**src/rtl/rgb2gray_pkg.sv**
```systemverilog
// rgb2gray_pkg: shared mode encoding, default coefficients and sum-width helper
package rgb2gray_pkg;
  typedef enum logic [1:0] {MODE_R, MODE_G, MODE_B, MODE_LUMA} mode_t;
  localparam int DEFAULT_CR = 77;
  localparam int DEFAULT_CG = 150;
  localparam int DEFAULT_CB = 29;
  function automatic int sum_w(input int width, input int coef_w);
    return width + coef_w + 2;
  endfunction
endpackage

```
**src/rtl/rgb2gray_pipe_if.sv**
```systemverilog
// rgb2gray_pipe_if: pixel stream in/out with valid/ready and sof/eol sideband
interface rgb2gray_pipe_if #(parameter int WIDTH = 8);
  logic [WIDTH-1:0] r_data_in, g_data_in, b_data_in, data_out;
  logic in_valid, in_sof, in_eol, in_ready;
  logic out_valid, out_sof, out_eol, out_ready;
  modport master(
    output r_data_in, g_data_in, b_data_in, in_valid, in_sof, in_eol, out_ready,
    input in_ready, data_out, out_valid, out_sof, out_eol
  );
  modport slave(
    input r_data_in, g_data_in, b_data_in, in_valid, in_sof, in_eol, out_ready,
    output in_ready, data_out, out_valid, out_sof, out_eol
  );
endinterface

```
**src/rtl/gray_luma_mac.sv**
```systemverilog
// gray_luma_mac: two-stage multiply then sum/round/saturate, with pass-through bypass
module gray_luma_mac import rgb2gray_pkg::*; #(
  parameter int WIDTH = 8,
  parameter int COEF_W = 8
) (
  input  logic              clk,
  input  logic              reset,
  input  logic              en,
  input  logic [WIDTH-1:0]  r,
  input  logic [WIDTH-1:0]  g,
  input  logic [WIDTH-1:0]  b,
  input  logic [COEF_W-1:0] cr,
  input  logic [COEF_W-1:0] cg,
  input  logic [COEF_W-1:0] cb,
  input  logic              byp,
  input  logic [WIDTH-1:0]  byp_val,
  output logic [WIDTH-1:0]  y
);
  localparam int PW = WIDTH + COEF_W;
  localparam int SW = sum_w(WIDTH, COEF_W);
  localparam logic [SW-1:0] HALF = SW'(1) << (COEF_W - 1);
  localparam logic [SW-1:0] MAXS = SW'({WIDTH{1'b1}});
  logic [PW-1:0] pr, pg, pb;
  logic byp2;
  logic [WIDTH-1:0] bv2;
  logic [SW-1:0] sum, sh;
  always_comb begin
    sum = SW'(pr) + SW'(pg) + SW'(pb) + HALF;
    sh = sum >> COEF_W;
  end
  always_ff @(posedge clk) begin
    if (reset) begin
      pr <= '0;
      pg <= '0;
      pb <= '0;
      byp2 <= 1'b0;
      bv2 <= '0;
      y <= '0;
    end else if (en) begin
      pr <= PW'(r) * PW'(cr);
      pg <= PW'(g) * PW'(cg);
      pb <= PW'(b) * PW'(cb);
      byp2 <= byp;
      bv2 <= byp_val;
      y <= byp2 ? bv2 : (sh > MAXS) ? '1 : sh[WIDTH-1:0];
    end
  end
endmodule

```
**src/rtl/rgb2gray_pipe.sv**
```systemverilog
// rgb2gray_pipe: 3-stage RGB-to-gray converter with backpressure and frame-aligned config
module rgb2gray_pipe import rgb2gray_pkg::*; #(
  parameter int WIDTH = 8,
  parameter int COEF_W = 8,
  parameter int DEF_CR = DEFAULT_CR,
  parameter int DEF_CG = DEFAULT_CG,
  parameter int DEF_CB = DEFAULT_CB
) (
  input  logic              clk,
  input  logic              reset,
  input  logic [1:0]        mode,
  input  logic [COEF_W-1:0] cfg_cr,
  input  logic [COEF_W-1:0] cfg_cg,
  input  logic [COEF_W-1:0] cfg_cb,
  input  logic              cfg_we,
  output logic              cfg_pending,
  rgb2gray_pipe_if.slave    px
);
  typedef struct packed {
    mode_t mode;
    logic [COEF_W-1:0] cr, cg, cb;
  } cfg_t;
  localparam cfg_t DEF = '{MODE_LUMA, COEF_W'(DEF_CR), COEF_W'(DEF_CG), COEF_W'(DEF_CB)};
  cfg_t act, shd, wr, eff;
  logic adv, acc, v1, v2, v3, s1, s2, s3, e1, e2, e3, byp1;
  logic [WIDTH-1:0] r1, g1, b1, bv1;
  logic [COEF_W-1:0] cr1, cg1, cb1;
  // a sof pixel already runs on the config it activates, including one written this cycle
  always_comb begin
    wr = '{mode_t'(mode), cfg_cr, cfg_cg, cfg_cb};
    eff = px.in_sof ? (cfg_we ? wr : shd) : act;
    adv = !v3 || px.out_ready;
    acc = px.in_valid && adv;
  end
  always_ff @(posedge clk) begin
    if (reset) begin
      act <= DEF;
      shd <= DEF;
      cfg_pending <= 1'b0;
      {v1, v2, v3, s1, s2, s3, e1, e2, e3, byp1} <= '0;
      {r1, g1, b1, bv1, cr1, cg1, cb1} <= '0;
    end else begin
      if (cfg_we) shd <= wr;
      if (acc && px.in_sof) act <= eff;
      cfg_pending <= (acc && px.in_sof) ? 1'b0 : (cfg_we || cfg_pending);
      if (adv) begin
        v1 <= px.in_valid;
        s1 <= px.in_valid && px.in_sof;
        e1 <= px.in_valid && px.in_eol;
        {v2, s2, e2} <= {v1, s1, e1};
        {v3, s3, e3} <= {v2, s2, e2};
        r1 <= px.r_data_in;
        g1 <= px.g_data_in;
        b1 <= px.b_data_in;
        cr1 <= eff.cr;
        cg1 <= eff.cg;
        cb1 <= eff.cb;
        byp1 <= eff.mode != MODE_LUMA;
        bv1 <= eff.mode == MODE_R ? px.r_data_in : eff.mode == MODE_G ? px.g_data_in : px.b_data_in;
      end
    end
  end
  gray_luma_mac #(.WIDTH(WIDTH), .COEF_W(COEF_W)) u_mac (
    .clk(clk), .reset(reset), .en(adv),
    .r(r1), .g(g1), .b(b1), .cr(cr1), .cg(cg1), .cb(cb1),
    .byp(byp1), .byp_val(bv1), .y(px.data_out)
  );
  assign px.in_ready = adv;
  assign px.out_valid = v3;
  assign px.out_sof = s3;
  assign px.out_eol = e3;
endmodule

```
**src/flat_wrapper.sv**
```systemverilog
// flat-port wrapper written by rule: the top's interface ports become plain ports
module rgb2gray_pipe_flat import rgb2gray_pkg::*;
#(
  parameter int WIDTH = 8,
  parameter int COEF_W = 8,
  parameter int DEF_CR = DEFAULT_CR,
  parameter int DEF_CG = DEFAULT_CG,
  parameter int DEF_CB = DEFAULT_CB
)
  (clk, reset, mode, cfg_cr, cfg_cg, cfg_cb, cfg_we, cfg_pending, px_r_data_in, px_g_data_in, px_b_data_in, px_in_valid, px_in_sof, px_in_eol, px_out_ready, px_in_ready, px_data_out, px_out_valid, px_out_sof, px_out_eol);
  rgb2gray_pipe_if #(.WIDTH(WIDTH)) px_i ();
  input  logic clk;
  input  logic reset;
  input  logic [1:0] mode;
  input  logic [COEF_W-1:0] cfg_cr;
  input  logic [COEF_W-1:0] cfg_cg;
  input  logic [COEF_W-1:0] cfg_cb;
  input  logic cfg_we;
  output logic cfg_pending;
  input wire logic [$bits(px_i.r_data_in)-1:0] px_r_data_in;
  input wire logic [$bits(px_i.g_data_in)-1:0] px_g_data_in;
  input wire logic [$bits(px_i.b_data_in)-1:0] px_b_data_in;
  input wire logic [$bits(px_i.in_valid)-1:0] px_in_valid;
  input wire logic [$bits(px_i.in_sof)-1:0] px_in_sof;
  input wire logic [$bits(px_i.in_eol)-1:0] px_in_eol;
  input wire logic [$bits(px_i.out_ready)-1:0] px_out_ready;
  output wire logic [$bits(px_i.in_ready)-1:0] px_in_ready;
  output wire logic [$bits(px_i.data_out)-1:0] px_data_out;
  output wire logic [$bits(px_i.out_valid)-1:0] px_out_valid;
  output wire logic [$bits(px_i.out_sof)-1:0] px_out_sof;
  output wire logic [$bits(px_i.out_eol)-1:0] px_out_eol;
  assign px_i.r_data_in = px_r_data_in;
  assign px_i.g_data_in = px_g_data_in;
  assign px_i.b_data_in = px_b_data_in;
  assign px_i.in_valid = px_in_valid;
  assign px_i.in_sof = px_in_sof;
  assign px_i.in_eol = px_in_eol;
  assign px_i.out_ready = px_out_ready;
  assign px_in_ready = px_i.in_ready;
  assign px_data_out = px_i.data_out;
  assign px_out_valid = px_i.out_valid;
  assign px_out_sof = px_i.out_sof;
  assign px_out_eol = px_i.out_eol;
  rgb2gray_pipe #(.WIDTH(WIDTH), .COEF_W(COEF_W), .DEF_CR(DEF_CR), .DEF_CG(DEF_CG), .DEF_CB(DEF_CB)) u_core (.clk(clk), .reset(reset), .mode(mode), .cfg_cr(cfg_cr), .cfg_cg(cfg_cg), .cfg_cb(cfg_cb), .cfg_we(cfg_we), .cfg_pending(cfg_pending), .px(px_i));
endmodule
```
**config.mk**
```make
export PLATFORM = sky130hd
export DESIGN_NAME = rgb2gray_pipe_flat
export DESIGN_NICKNAME = d
export VERILOG_FILES = /design/src/rtl/rgb2gray_pkg.sv /design/src/rtl/rgb2gray_pipe_if.sv /design/src/rtl/gray_luma_mac.sv /design/src/rtl/rgb2gray_pipe.sv /design/src/flat_wrapper.sv
export SDC_FILE = /design/constraint.sdc
export NUM_CORES = 1
export LEC_CHECK = 0
export CAP_MARGIN = 20
export CORE_ASPECT_RATIO = 0.5
export CORE_UTILIZATION = 45
export DETAILED_ROUTE_END_ITERATION = 6
export PLACE_DENSITY = 0.7
export RECOVER_POWER = 25
export SETUP_SLACK_MARGIN = 0.05
export SYNTH_ARGS = -nofsm -noshare
export SYNTH_HDL_FRONTEND = slang
export SYNTH_SLANG_ARGS = --single-unit
```
**constraint.sdc**
```tcl
create_clock -name clk -period 5.3 [get_ports clk]
set_input_delay 1.06 -clock clk [delete_from_list [all_inputs] [get_ports clk]]
set_output_delay 1.06 -clock clk [all_outputs]
set_load 0.02 [all_outputs]
```
* Yosys cells after proc, flatten, opt, wreduce, memory -nomap -nowiden
Cells that the tools add are included.
** Word-level totals
- Register bits :: 184
- Bits of input ports :: 57
- Output and inout port bits :: 13
- Word-level logic and storage cells :: 56
** Operators by class
- Add/subtract/negate cells :: 3
- $mul :: 3
- $lt $le $gt $ge :: 1
- Equality and inequality tests :: 2
- Mux-type cells :: 6
- Reduce and logical (&&, ||, !) cells :: 9
** Operators with widths (count)
- 26-bit two-way mux :: 2
- 8-bit by 8-bit multiplier with 16-bit output :: 3
- 8-bit two-way mux :: 4
- 18-bit by 16-bit adder with 18-bit output :: 1
- 18-bit by 8-bit adder with 18-bit output, second input constant :: 1
- 16-bit by 16-bit adder with 17-bit output :: 1
- 10-bit by 8-bit > comparator with 1-bit output, second input constant :: 1
- 1-bit logical AND :: 4
- 2-bit by 1-bit equality test with 1-bit output, second input constant :: 1
- 2-bit logical NOT :: 1
- 1-bit logical OR :: 2
- 2-bit != test, second input constant :: 1
- 2-bit OR reduction :: 1
- 1-bit logical NOT :: 1

* Logic depth before layout (Yosys ltp)
Gate-level depths: netlist of the first run.
- Depth in word-level cells :: 6
- Mapped depth :: 19
- Gate-level depth less buffers :: 19

* Cells and area by module
From an unflattened synthesis of the first run, not the netlist that was laid out.
** Unflattened totals
- Cells, all modules :: 1600
- Area, all modules :: 14099.8 µm²
** By module, submodules not included
- gray_luma_mac :: times used 1, cells each 1069, area an instance 9415.3 µm², seq. area each 1301.2 µm²
- rgb2gray_pipe :: times used 1, cells each 531, area an instance 4684.5 µm², seq. area each 2382.3 µm²

* Least setup slack after synthesis of the first run
No wires, ideal clock.
- Path type :: register to register
- Start point :: reg u_core.g1[5]
- End point :: reg u_core.u_mac.pg[14]
- Library setup time :: 120 ps
- Arrival time :: 4227 ps
- Required time :: 5180 ps
- Setup slack :: 953 ps
- Stages on the path, launching flop included :: 17
- Buffers on the path :: 1
- Period minus slack after synthesis :: 4347 ps
- Cell sequence :: dfxtp_1 clkbuf_1 nand2_1 fa_1 fa_1 inv_1 fa_1 inv_1 fa_1 inv_1 ha_1 a41o_1 nor4_2 o21bai_2 a2111oi_4 nor3_1 a211o_1
** Between the ends
- Cells in the longest elaborated chain, start to end :: 1
** Ends and longest elaborated chain
- start: declaration :: line rgb2gray_pipe.sv:26 : logic [WIDTH-1:0] r1, g1, b1, bv1;
- start signal: assignment :: line rgb2gray_pipe.sv:53 : g1 <= px.g_data_in;
- 8-bit by 8-bit multiplier with 16-bit output :: line gray_luma_mac.sv:41 : pg <= PW'(g) * PW'(cg);
- end signal: assignment :: line gray_luma_mac.sv:41
- end: declaration :: line gray_luma_mac.sv:23 : logic [PW-1:0] pr, pg, pb;
Every way passes these cells.
A chain may end at the register's enable or synchronous reset.

* Final worst setup path of the first run
- Start point :: reg u_core.u_mac.pg[0]
- End point :: reg u_core.u_mac.y[1]
** Between the ends
- Cells in the longest elaborated chain, start to end :: 6
** Ends and longest elaborated chain
- 16-bit by 16-bit adder with 17-bit output (*) :: line gray_luma_mac.sv:28 : sum = SW'(pr) + SW'(pg) + SW'(pb) + HALF;
- 18-bit by 16-bit adder with 18-bit output (*) :: line gray_luma_mac.sv:28
- 18-bit by 8-bit adder with 18-bit output (*) :: line gray_luma_mac.sv:28
- 10-bit by 8-bit > comparator with 1-bit output :: line gray_luma_mac.sv:45 : y <= byp2 ? bv2 : (sh > MAXS) ? '1 : sh[WIDTH-1:0];
- 8-bit two-way mux (*) (2 in series) :: line gray_luma_mac.sv:45
- end signal: assignment :: line gray_luma_mac.sv:45
- end: declaration :: line gray_luma_mac.sv:17 : output logic [WIDTH-1:0] y
Mark *: on every way between the ends. The rest lies on a longest branch, timed or not.

==> results.py, run 1 <==
metrics = {
    "job": {
        "cap_violations": 3,
    },
    "setup_path": {
        "path_class": "reg -> reg",
        "critPathCaptureType": "flip-flop",
        "cp.required_ns": 5.64,
        "cp.arrival_ns": 4.98,
        "path_max_fanout": 7,
        "start_kind": "flip-flop",
    },
    "power_and_ir_drop": {
        "ir_drop_mv": 0.191,
        "power_density_mw_per_mm2": 266,
        "leakage_nw": 7.45,
        "power_mw": 4.15,
    },
    "detailed_routing": {
        "met1_length_mm": 17.5,
        "top_layer": "met4",
        "drt-initial-drc-count": 987,
        "drc": 0,
        "wl_met3_mm": 2.76,
        "drt-wirelength-per-cell_um": 17.0,
        "dr.pass1.iters": 5,
        "routed_wl_mm": 36.0,
        "drt.antenna.violating_nets": 0,
        "vias": 11292,
        "dr_wl_met2_mm": 15.1,
        "viasPerCell": 5.33,
    },
    "place": {
        "dp_cells": 2086,
        "dpl.hpwl_mm": 27.8,
        "io_buffers": 69,
        "gp_congestion": 0.905,
        "postPlaceCellArea_mm2": 0.0150,
    },
    "synthesis": {
        "syn_area_mm2": 0.0141,
        "synth_edf_count": 0,
        "postSynth.asyncResetShare": 0,
        "synth_flop_cell": "dfxtp_1",
        "ys_ff_latch": 184,
        "syn_inst": 1667,
        "synth_area_per_cell_um2": 8.44,
        "syn_nets": 1987,
        "yosys_warnings": 0,
        "yosysSeqAreaShare": 0.262,
        "yosysUniqueCellTypes": 58,
    },
    "global_route": {
        "grt_use_total": 0.234,
        "grt_pass1_vias": 10651,
        "antenna_found_initial": 0,
        "grt_pass1_wl_mm": 58.4,
        "grt_max_degree": 78,
        "gr-total-overflow": 0,
    },
    "floorplanning": {
        "ioPinCount": 70,
        "chipHeight_um": 127,
        "rows": 45,
        "initial_core_util": 0.461,
        "dieArea_mm2": 0.0320,
        "chipWidth_um": 252,
        "design.core.area_mm2": 0.0305,
    },
    "cells_and_area": {
        "area_growth_pct": 10.9,
        "final_cell_mix": "nand2_1, dfxtp_1, inv_1, ha_1, a21oi_1",
        "fin_area_mm2": 0.0156,
        "drive_gt1_frac": 0.0301,
        "layout.cells.most_common": "nand2_1",
        "layout.cells.non_filler": 2118,
        "antennaDiodeCount": 0,
        "nNetsFinal": 2003,
    },
    "status": {
        "outcome": "finished, violations left",
        "violations": "capacitance limit, slew limit",
    },
    "clock_network": {
        "hold_buffers": 0,
        "cts.clk_slew.worst_paths_ns": 0.07,
        "cts_tree": "done",
        "clkLatencyLatePin_ns": 0.45,
        "numCtsBuffers": 17,
        "post_cts_buffers": 0,
        "cts_sinks": 184,
        "cts_resized": 0,
        "htreeDepth": 4,
        "clock_path_buffers": 2,
        "root_buffer": "clkbuf_16",
    },
    "timing": {
        "fin_crit_ns": 4.64,
        "hold_violations": 0,
        "max_slew_margin": -1.06,
        "period_share": 0.875,
        "tns_ns": 0,
        "setup_viol": 0,
        "rsz0062_at_grt": "false",
        "slew_violations": 177,
        "max_freq_mhz": 216,
        "worst_pin_slew_ns": 3.09,
        "skew_ns": 0.0138,
    },
    "hold_path": {
        "hold_class": "reg -> reg",
    },
}
[registers in the layout, indices dropped and copies added (netlist names), 8 cells and up]
| signal | count |
|---|---|
| u_core.cr1 | 8 |
| u_core.b1 | 8 |
| u_core.bv1 | 8 |
| u_core.u_mac.pr | 16 |
| u_core.shd | 26 |
| u_core.r1 | 8 |
| u_core.cb1 | 8 |
| u_core.g1 | 8 |
| u_core.u_mac.pb | 16 |
| u_core.u_mac.bv2 | 8 |
| u_core.u_mac.pg | 16 |
| u_core.cg1 | 8 |
| u_core.act | 26 |
| u_core.u_mac.y | 8 |
[area by class of cell]
type / count / area [um2]
inverter: 155 / 583
sequential: 184 / 3680
clock inverter: 11 / 114
timing repair buffer: 79 / 753
tap: 423 / 529
clock buffer: 20 / 447
multi-input combinational: 1246 / 9500
fill: 2948 / 14900
[layer usage]
metal,up-vias,global-route usage
met4,0,0.0670
met1,5350,0.341
met5,-,0
met2,320,0.341
met3,39,0.0564
li1,5583,-
[stage by stage]
step,setup slack (ns),util,hold WS [ns]
floorplan,0.953,-,0.428
global placement,0.819,0.493,0.429
detailed placement,0.748,0.493,0.443
CTS,0.682,0.511,0.450
global route,0.254,0.511,0.465
finish,0.663,0.511,0.443
[worst max-delay path: stages (launching register included)]
cell and delay [ns]:
dfxtp_1 0.34, ha_1 0.20, inv_1 0.07, fa_1 0.41
nor2b_1 0.13, o21ai_1 0.08, a21boi_1 0.31, o41ai_2 0.14
o21bai_1 0.29, a21oi_1 0.14, xnor2_1 0.17, ha_1 0.25
ha_1 0.37, o21ai_0 0.27, o211ai_1 0.14, o22ai_1 0.25
a21oi_1 0.13, a21oi_1 0.48, a21oi_1 0.16, a21o_1 0.18
[cell usage after synthesis (all sizes together) (30+ instances only)]
| cell | n | area share |
|---|---|---|
| clkbuf | 69 | 0.018 |
| o21ai | 42 | 0.015 |
| a211oi | 52 | 0.028 |
| mux2i | 30 | 0.021 |
| ha | 154 | 0.14 |
| fa | 109 | 0.16 |
| dfxtp | 184 | 0.26 |
| nor2 | 124 | 0.033 |
| and2 | 111 | 0.049 |
| inv | 155 | 0.041 |
| a21oi | 143 | 0.051 |
| nand2 | 264 | 0.070 |
[path summary, 6_finish.rpt]
check | to | startpoint | cells after the start | slack [ns]
hold reg to reg | u_core.u_mac.y[7] | u_core.u_mac.y[7] | 2 | 0.44
setup reg to reg | u_core.u_mac.y[1] | u_core.u_mac.pg[0] | 19 | 0.66
setup / recovery | u_core.u_mac.y[1] | u_core.u_mac.pg[0] | 19 | 0.66
hold / removal | u_core.u_mac.y[7] | u_core.u_mac.y[7] | 2 | 0.44
[cells by family (layout without fill, tap and decap cells)]
family,Yosys count,count (layout),synth area share
adder cells (fa/ha/maj),263,263,0.292
AND/OR/NAND/NOR,580,580,0.187
flip-flops,184,184,0.262
XOR/XNOR,40,40,0.0249
multiplexers,30,30,0.0213
AO/OA/AOI/OAI,333,333,0.150
buffers and inverters,237,265,0.0635
[where the power goes]
| part | internal (mW) | total, mW | switching, mW |
|---|---|---|---|
| clock | 0.669 | 1.26 | 0.592 |
| sequential | 1.51 | 1.64 | 0.134 |
| combinational | 0.545 | 1.25 | 0.705 |
| total | 2.72 | 4.15 | 1.43 |
Power figures use the tool's default switching activity.
==> run 2, diff against run 1 <==
--- a/config.mk
+++ b/config.mk
@@ -9,9 +9,11 @@
 export CORE_ASPECT_RATIO = 0.5
 export CORE_UTILIZATION = 45
 export DETAILED_ROUTE_END_ITERATION = 6
+export MAX_ROUTING_LAYER = met4
 export PLACE_DENSITY = 0.7
 export RECOVER_POWER = 25
 export SETUP_SLACK_MARGIN = 0.05
+export SLEW_MARGIN = 20
 export SYNTH_ARGS = -nofsm -noshare
 export SYNTH_HDL_FRONTEND = slang
 export SYNTH_SLANG_ARGS = --single-unit
==> results.py, run 2 (synthesis results as in run 1) <==
metrics = {
    "status": {
        "outcome": "finished, violations left",
        "violations": "capacitance limit, slew limit",
    },
    "timing": {
        "slew_violations": 62,
        "worst_pin_slew_ns": 2.88,
        "rsz0062_at_grt": "false",
        "fin_crit_ns": 4.84,
        "skew_ns": 0.0115,
        "setup_viol": 0,
        "period_share": 0.913,
        "hold_violations": 0,
        "max_slew_margin": -0.917,
        "max_freq_mhz": 207,
        "tns_ns": 0,
    },
    "global_route": {
        "antenna_found_initial": 0,
        "grt_max_degree": 88,
        "grt_pass1_wl_mm": 58.6,
        "grt_use_total": 0.241,
        "grt_pass1_vias": 10658,
        "gr-total-overflow": 0,
    },
    "hold_path": {
        "min_from": "u_core.u_mac.y[7]",
        "hold_end": "u_core.u_mac.y[7]",
        "hold_class": "reg -> reg",
        "whs_path_depth": 2,
    },
    "detailed_routing": {
        "drt-initial-drc-count": 1066,
        "viasPerCell": 5.33,
        "drt-wirelength-per-cell_um": 17.0,
        "drc": 0,
        "drt.antenna.violating_nets": 0,
        "dr.pass1.iters": 5,
        "vias": 11304,
        "routed_wl_mm": 36.0,
    },
    "clock_network": {
        "post_cts_buffers": 0,
        "clkLatencyLatePin_ns": 0.46,
        "cts_resized": 0,
        "htreeDepth": 4,
        "cts_tree": "done",
        "cts.clk_slew.worst_paths_ns": 0.07,
        "hold_buffers": 0,
        "numCtsBuffers": 17,
        "clock_path_buffers": 2,
        "cts_sinks": 184,
        "root_buffer": "clkbuf_16",
    },
    "cells_and_area": {
        "drive_gt1_frac": 0.0313,
        "layout.cells.most_common": "nand2_1",
        "fin_area_mm2": 0.0156,
        "antennaDiodeCount": 0,
        "area_growth_pct": 11.0,
        "nNetsFinal": 2003,
        "reg.largest.list": "u_core.act (26), u_core.shd (26)",
        "n_fill_cell": 2902,
        "final_cell_mix": "nand2_1, dfxtp_1, inv_1, ha_1, a21oi_1",
        "fin_util": 0.512,
    },
    "power_and_ir_drop": {
        "p_clk_frac": 0.306,
        "ir_drop_mv": 0.217,
        "internal_power_mw": 2.72,
        "power_density_mw_per_mm2": 267,
        "p_sw_frac": 0.349,
        "leakage_nw": 7.46,
        "pwr-share-seq": 0.394,
        "comb_power_share": 0.300,
        "p_sw_mw": 1.45,
    },
    "setup_path": {
        "cp.required_ns": 5.65,
        "reg2reg_depth": 13,
        "path_class": "in -> reg",
        "rr_endpoint": "u_core.u_mac.pr[14]",
        "path_max_fanout": 62,
        "critPathCaptureType": "flip-flop",
        "cp.arrival_ns": 5.18,
        "r2r-start": "u_core.cr1[6]",
        "start_kind": "input port",
        "r2r_setup_slack_ns": 0.70,
    },
    "place": {
        "dpl.hpwl_mm": 27.7,
        "gp_congestion": 0.908,
        "io_buffers": 69,
        "postPlaceCellArea_mm2": 0.0151,
    },
    "floorplanning": {
        "dieArea_mm2": 0.0320,
        "chipWidth_um": 252,
        "chipHeight_um": 127,
        "initial_core_util": 0.461,
        "rows": 45,
        "design.core.area_mm2": 0.0305,
        "ioPinCount": 70,
    },
    "job": {
        "cap_violations": 1,
    },
}
run 2: cell types whose count changed in the layout (fill, tap and decap cells not counted), sizes merged:
cell	before	now
clkbuf	23	22
clkinv	4	6
clkinvlp	1	2
inv	160	159
run 2: power groups by stage:
| stage | Combinational (mW) | Sequential [mW] | Clock, mW |
|---|---|---|---|
| after CTS | 1.25 | 1.64 | 1.29 |
| after global routing | 1.40 | 1.66 | 1.35 |
| after detailed placement | 1.23 | 1.67 | 0 |
| after global placement | 1.22 | 1.67 | 0 |
| after floorplan | 0.904 | 1.62 | 0 |
| final | 1.25 | 1.64 | 1.28 |
run 2: cell type report:
class | count | area [um2] | area share
Sequential cell | 184 | 3680 | 0.236
Tap cell | 423 | 529 | 0.0339
Timing Repair Buffer | 79 | 742 | 0.0475
Clock buffer | 19 | 433 | 0.0277
Clock inverter | 13 | 140 | 0.00897
Multi-Input combinational cell | 1246 | 9510 | 0.609
Inverter | 155 | 583 | 0.0373
run 2: metrics by stage:
stage                     instances  total power [mW]  hold slack [ns]  setup WS [ns]
after CTS                      2119              4.18            0.447          0.750
final                          2119              4.17            0.437          0.461
after global routing           2119              4.41            0.473          0.184
after floorplan                1667              2.53            0.428          0.953
after global placement         2087              2.89            0.428          0.827
after detailed placement       2087              2.90            0.437          0.768
run 2: worst max-delay path by stage:
stage          slack [ns]  cells past startpoint           from                   to
2_1_floorplan        0.95                     16   u_core.g1[5]  u_core.u_mac.pg[14]
3_5_place_dp         0.77                     13  u_core.cr1[6]  u_core.u_mac.pr[14]
3_3_place_gp         0.83                     13  u_core.cr1[6]  u_core.u_mac.pr[14]
5_1_grt              0.18                      5          reset  u_core.u_mac.pb[11]
4_1_cts              0.75                     15  u_core.cg1[2]  u_core.u_mac.pg[14]
6_report             0.46                      5          reset  u_core.u_mac.pb[11]
run 2: per-layer routing:
layer / up-vias / share of wire / GRT usage
li1: 5568 / - / -
met1: 5400 / 0.51 / 0.352
met2: 302 / 0.42 / 0.343
met3: 34 / 0.060 / 0.0460
met4: 0 / 0.013 / 0.0520
met5: - / 0 / -
run 2: worst max-delay path, stage by stage:
cell,delay (ns)
clkbuf_1,0.85
clkbuf_1,2.10
buf_4,0.85
or4_1,0.22
nand3_1,0.06
==> run 3, diff against run 2 <==
--- a/config.mk
+++ b/config.mk
@@ -5,7 +5,6 @@
 export SDC_FILE = /design/constraint.sdc
 export NUM_CORES = 1
 export LEC_CHECK = 0
-export CAP_MARGIN = 20
 export CORE_ASPECT_RATIO = 0.5
 export CORE_UTILIZATION = 45
 export DETAILED_ROUTE_END_ITERATION = 6
==> results of run 3 <==
Final layout, timing and power as in run 2 (identical DEF).
